### config.mk
export PLATFORM = sky130hd
export DESIGN_NAME = seq_div_16_flat
export DESIGN_NICKNAME = d
export VERILOG_FILES = /design/src/rtl/seq_div_16_if.sv /design/src/rtl/seq_div_16.sv /design/src/flat_wrapper.sv
export SDC_FILE = /design/constraint.sdc
export NUM_CORES = 1
export LEC_CHECK = 0
export CAP_MARGIN = 20
export CELL_PAD_IN_SITES_DETAIL_PLACEMENT = 1
export CELL_PAD_IN_SITES_GLOBAL_PLACEMENT = 2
export CORE_MARGIN = 2
export CORE_UTILIZATION = 36
export DETAILED_ROUTE_END_ITERATION = 8
export GPL_TIMING_DRIVEN = 0
export PLACE_DENSITY_LB_ADDON = 0.1
export RECOVER_POWER = 50
export SLEW_MARGIN = 30
export SYNTH_ARGS = -nofsm -noshare
export SYNTH_HDL_FRONTEND = slang
export SYNTH_SLANG_ARGS = --single-unit
### constraint.sdc
create_clock -name clk -period 6.7 [get_ports clk]
set_input_delay 1.675 -clock clk [delete_from_list [all_inputs] [get_ports clk]]
set_output_delay 1.675 -clock clk [all_outputs]
set_load 0.1 [all_outputs]
### src/rtl/seq_div_16_if.sv
// rtl/seq_div_16_if.sv - request/response bundle for the iterative unsigned divider
//   start        request pulse from the master, sampled only while busy=0
//   dividend     unsigned dividend, captured on an accepted start
//   divisor      unsigned divisor, captured on an accepted start
//   busy         high while a division is in progress
//   done         single-cycle pulse; results valid in the same cycle
//   quotient     unsigned quotient (all ones on divide-by-zero)
//   remainder    unsigned remainder (dividend on divide-by-zero)
//   div_by_zero  set when the captured divisor was 0
interface seq_div_16_if #(
  parameter int WIDTH = 16
);
  logic             start;
  logic [WIDTH-1:0] dividend;
  logic [WIDTH-1:0] divisor;
  logic             busy;
  logic             done;
  logic [WIDTH-1:0] quotient;
  logic [WIDTH-1:0] remainder;
  logic             div_by_zero;

  modport master (
    output start, dividend, divisor,
    input  busy, done, quotient, remainder, div_by_zero
  );

  modport slave (
    input  start, dividend, divisor,
    output busy, done, quotient, remainder, div_by_zero
  );
endinterface

### src/rtl/seq_div_16.sv
// rtl/seq_div_16.sv - iterative unsigned restoring divider, one quotient bit per clock
//   clk    rising-edge clock
//   rst_n  asynchronous active-low reset
//   bus    seq_div_16_if slave: start/dividend/divisor in, busy/done/quotient/
//          remainder/div_by_zero out
module seq_div_16 #(
  parameter int WIDTH = 16
) (
  input  logic         clk,
  input  logic         rst_n,
  seq_div_16_if.slave  bus
);

  localparam int CW = (WIDTH > 2) ? $clog2(WIDTH) : 1;
  localparam logic [CW-1:0] LAST = CW'(WIDTH - 1);

  typedef enum logic [1:0] {
    IDLE = 2'd0,
    RUN  = 2'd1,
    DONE = 2'd2
  } state_t;

  state_t state_q, state_d;

  logic [WIDTH-1:0] q_w;       // working quotient, starts as the dividend
  logic [WIDTH-1:0] r_w;       // working remainder
  logic [WIDTH-1:0] d_w;       // captured divisor
  logic [CW-1:0]    count;
  logic [WIDTH-1:0] quotient_q;
  logic [WIDTH-1:0] remainder_q;
  logic             dbz_q;

  logic             accept;
  logic             last_iter;
  logic [WIDTH:0]   r_ext;     // {R,Q} shifted left: needs one extra bit of R
  logic [WIDTH+1:0] trial;
  logic             no_borrow;
  logic [WIDTH-1:0] r_step;
  logic [WIDTH-1:0] q_step;
  logic             busy_o;
  logic             done_o;

  assign accept    = bus.start && (state_q != RUN);
  assign last_iter = (state_q == RUN) && (count == LAST);

  // Trial subtract R_shifted - D as R + ~D + 1; the carry out of the top bit
  // means no borrow, i.e. the divisor fits into the shifted remainder.
  always_comb begin
    r_ext     = {r_w, q_w[WIDTH-1]};
    trial     = {1'b0, r_ext} + {1'b0, ~{1'b0, d_w}} + {{(WIDTH+1){1'b0}}, 1'b1};
    no_borrow = trial[WIDTH+1];
    // Either branch fits in WIDTH bits: on success the difference is below D,
    // on failure r_ext itself is below D.
    r_step    = no_borrow ? trial[WIDTH-1:0] : r_ext[WIDTH-1:0];
    q_step    = {q_w[WIDTH-2:0], no_borrow};
  end

  // FSM: state register
  always_ff @(posedge clk or negedge rst_n) begin
    if (!rst_n) begin
      state_q <= IDLE;
    end else begin
      state_q <= state_d;
    end
  end

  // FSM: next state
  always_comb begin
    state_d = state_q;
    case (state_q)
      IDLE, DONE: begin
        if (accept) begin
          state_d = (bus.divisor == '0) ? DONE : RUN;
        end else begin
          state_d = IDLE;
        end
      end
      RUN: begin
        if (last_iter) begin
          state_d = DONE;
        end
      end
      default: state_d = IDLE;
    endcase
  end

  // FSM: outputs
  always_comb begin
    busy_o = (state_q == RUN);
    done_o = (state_q == DONE);
  end

  // Datapath. The final iteration and the result load share one edge, so the
  // visible outputs take the freshly computed step values on DONE entry.
  always_ff @(posedge clk or negedge rst_n) begin
    if (!rst_n) begin
      q_w         <= '0;
      r_w         <= '0;
      d_w         <= '0;
      count       <= '0;
      quotient_q  <= '0;
      remainder_q <= '0;
      dbz_q       <= 1'b0;
    end else if (accept) begin
      q_w   <= bus.dividend;
      r_w   <= '0;
      d_w   <= bus.divisor;
      count <= '0;
      if (bus.divisor == '0) begin
        quotient_q  <= '1;
        remainder_q <= bus.dividend;
        dbz_q       <= 1'b1;
      end
    end else if (state_q == RUN) begin
      q_w   <= q_step;
      r_w   <= r_step;
      count <= count + 1'b1;
      if (last_iter) begin
        quotient_q  <= q_step;
        remainder_q <= r_step;
        dbz_q       <= 1'b0;
      end
    end
  end

  assign bus.busy        = busy_o;
  assign bus.done        = done_o;
  assign bus.quotient    = quotient_q;
  assign bus.remainder   = remainder_q;
  assign bus.div_by_zero = dbz_q;

endmodule
### src/flat_wrapper.sv
// flat-port wrapper written by rule: the top's interface ports become plain ports
module seq_div_16_flat 
#(
  parameter int WIDTH = 16
)
  (clk, rst_n, bus_start, bus_dividend, bus_divisor, bus_busy, bus_done, bus_quotient, bus_remainder, bus_div_by_zero);
  seq_div_16_if #(.WIDTH(WIDTH)) bus_i ();
  input  logic clk;
  input  logic rst_n;
  input wire logic [$bits(bus_i.start)-1:0] bus_start;
  input wire logic [$bits(bus_i.dividend)-1:0] bus_dividend;
  input wire logic [$bits(bus_i.divisor)-1:0] bus_divisor;
  output wire logic [$bits(bus_i.busy)-1:0] bus_busy;
  output wire logic [$bits(bus_i.done)-1:0] bus_done;
  output wire logic [$bits(bus_i.quotient)-1:0] bus_quotient;
  output wire logic [$bits(bus_i.remainder)-1:0] bus_remainder;
  output wire logic [$bits(bus_i.div_by_zero)-1:0] bus_div_by_zero;
  assign bus_i.start = bus_start;
  assign bus_i.dividend = bus_dividend;
  assign bus_i.divisor = bus_divisor;
  assign bus_busy = bus_i.busy;
  assign bus_done = bus_i.done;
  assign bus_quotient = bus_i.quotient;
  assign bus_remainder = bus_i.remainder;
  assign bus_div_by_zero = bus_i.div_by_zero;
  seq_div_16 #(.WIDTH(WIDTH)) u_core (.clk(clk), .rst_n(rst_n), .bus(bus_i));
endmodule
==> flow_metrics.py <==
metrics = {
    "status": {
        "status": "complete, no violations",
    },
    "floorplan": {
        "rows": 41,
        "core-area_mm2": 0.0126,
        "ios": 70,
        "fp.dieH_um": 118,
        "start_util_pct": 36.9,
        "die_w_um": 118,
        "dieArea_mm2": 0.0139,
    },
    "timing": {
        "finalMaxSlewViolations": 0,
        "period_share_pct": 74.0,
        "tightest_slew_ns": 1.23,
        "setup-tns-final_ns": 0,
        "final_hold_viol_count": 0,
        "grt_setup_unrepaired": "no",
        "layout_min_cycle_time_ns": 4.95,
        "finalClockSkew_ns": 0.0121,
        "slew_headroom_pct": 18.3,
        "fmax_mhz": 202,
        "setup_viol": 0,
    },
    "synthesis": {
        "synth_cell_types": 56,
        "synth_edf_count": 0,
        "ys.flop_type": "dfrtp_1",
        "yosysWarnings": 0,
        "syn-cell-area_mm2": 0.00466,
        "synth_nets": 566,
        "synthCells": 513,
        "synthArstFlopShare_pct": 100,
        "yosys_register_bits": 87,
        "syn_avg_cell_area_um2": 9.08,
        "seq_area_frac_synth_pct": 46.7,
    },
    "drt": {
        "finalWirelength_um": 14800,
        "viasPerCell": 5.30,
        "vias": 4090,
        "drc": 0,
        "ant_nets": 0,
        "dr.pass1.iters": 4,
        "wl_per_cell_um": 19.2,
        "drtIter0Drc": 236,
    },
    "clock_network": {
        "clock_latency_ns": 0.35,
        "clock_tree.root_cell": "clkbuf_16",
        "post_cts_buffers": 0,
        "cts_tree": "done",
        "cts_resized": 0,
        "clkTransAtPathRegs_ns": 0.07,
        "numCtsBuffers": 9,
        "hold_buffers": 0,
        "cts_sinks": 87,
        "h-tree-depth": 3,
        "clock_path_buffers": 2,
    },
    "final_layout": {
        "area_growth_pct": 25.9,
        "nFillCells": 1491,
        "drive_above_1_share_pct": 4.34,
        "multi_input_area_mm2": 0.00228,
        "nets": 647,
        "diodes": 0,
        "register_area_mm2": 0.00218,
    },
    "critical_path": {
        "start_kind": "register",
        "path_max_fanout": 10,
        "crit_path_end_kind": "output port",
        "crit_type": "register to output port",
        "ff2ff_setup_slack_ns": 3.09,
        "cp.arrival_ns": 3.28,
        "required_ns": 5.03,
    },
    "worst_hold_path": {
        "hp-class": "register to register",
    },
    "grt": {
        "first_global_vias": 4332,
        "grt_pass1_wl_um": 23900,
        "grt_antenna_before_repair": 0,
        "grt_max_degree": 69,
        "grt.overflow.total": 0,
        "grt.total_usage_pct": 22.2,
    },
    "placement": {
        "place_congestion": 0.870,
        "io_buffer_count": 69,
        "dp_hpwl_um": 11400,
    },
    "run": {
        "drv_cap": 0,
    },
}
[metal layers]
layer	vias to the layer above	global-route usage [%]	routed length (um)	part of all wire, %
met1	2045	31.8	7590	51
met3	12	2.81	284	1.9
met2	54	34.7	6660	45
met5	-	0	0	0
met4	0	7.68	248	1.7
li1	1979	-	-	-
[cell type report]
class                   count  share of cell area, %
multi-input cells         380                   38.8
flip-flops and latches     87                   37.1
repair buffers             70                   12.1
clock buffers               9                   3.84
well taps                 172                   3.67
plain buffers              26                   1.81
clock inverters             7                   1.32
inverters                  20                   1.28
[synth_stat cells (all sizes together), types with 3 or more instances]
master	instances	area, um^2
clkbuf	20	75.1
or3	3	18.8
a22oi	3	22.5
o21ai	69	345
and2	7	43.8
dfrtp	87	2180
nor2	51	201
o2111ai	3	26.3
o22ai	5	31.3
a21o	10	75.1
nand3	24	120
nand4	5	37.5
a21oi	31	163
nor4	4	25.0
xor2	5	43.8
a31oi	11	68.8
buf	6	32.5
a211oi	4	30.0
and3	5	31.3
inv	18	67.6
mux2i	23	230
xnor2	5	43.8
o21a	3	22.5
nand2	61	250
nor3	8	45.0
ha	17	213
[placed cells by master, fill, tap and decap left out, types with 17 or more instances in the layout]
cell type         n
nor2_1           51
mux2i_1          23
clkbuf_1         22
a21oi_1          29
nand2_1          58
nand3_1          24
inv_1            18
o21ai_0          56
ha_1             17
dfrtp_1          87
clkdlybuf4s50_1  67
[stage by stage]
stage                     hold slack, ns  instances  setup WS (ns)  cell area (um^2)  utilization [%]
after floorplan                    0.464        513           3.04              4660                -
after global placement             0.464        754          0.620              5560             44.1
after detailed placement           0.479        755           2.02              5590             44.3
after CTS                          0.495        771           1.68              5900             46.7
after global routing               0.507        771           1.50              5860             46.5
final                              0.494        771           1.75              5860             46.5
[cell families after synthesis]
logic type      Yosys count  share of synthesized area, %
simple gates            176                          17.9
mux                      25                          5.51
compound gates          151                          19.0
buf+inv                  46                          3.92
xor+xnor                 10                          1.88
flops                    87                          46.7
fa+ha+maj                18                          5.00
[final timing paths]
path	start	to	depth (start not counted)
setup / recovery	u_core.state_q[1]	bus_busy	6
hold / removal	u_core.bus.remainder[4]	u_core.bus.remainder[4]	1
setup reg to reg	u_core.r_w[10]	u_core.r_w[0]	9
hold reg to reg	u_core.bus.remainder[4]	u_core.bus.remainder[4]	1
max in group asynchronous	rst_n	u_core.q_w[4]	2
min in group asynchronous	rst_n	u_core.r_w[2]	1
[worst max-delay path: stages, from the launching register on]
cell and delay, ns:
dfrtp_1 0.37, nand2b_1 0.13, buf_2 0.16, clkinv_1 0.12
clkbuf_1 0.40, buf_1 0.50, clkdlybuf4s50_1 1.24
[flip-flops by register name (all words and copies together), names as in the netlist]
signal                  count
u_core.d_w                 16
u_core.state_q              2
u_core.bus.remainder       16
u_core.r_w                 16
u_core.q_w                 16
u_core.bus.div_by_zero      1
u_core.count                4
u_core.bus.quotient        16
Power is not shown: default switching activity piles up to over one toggle a cycle in this logic, so the estimate is an artifact.
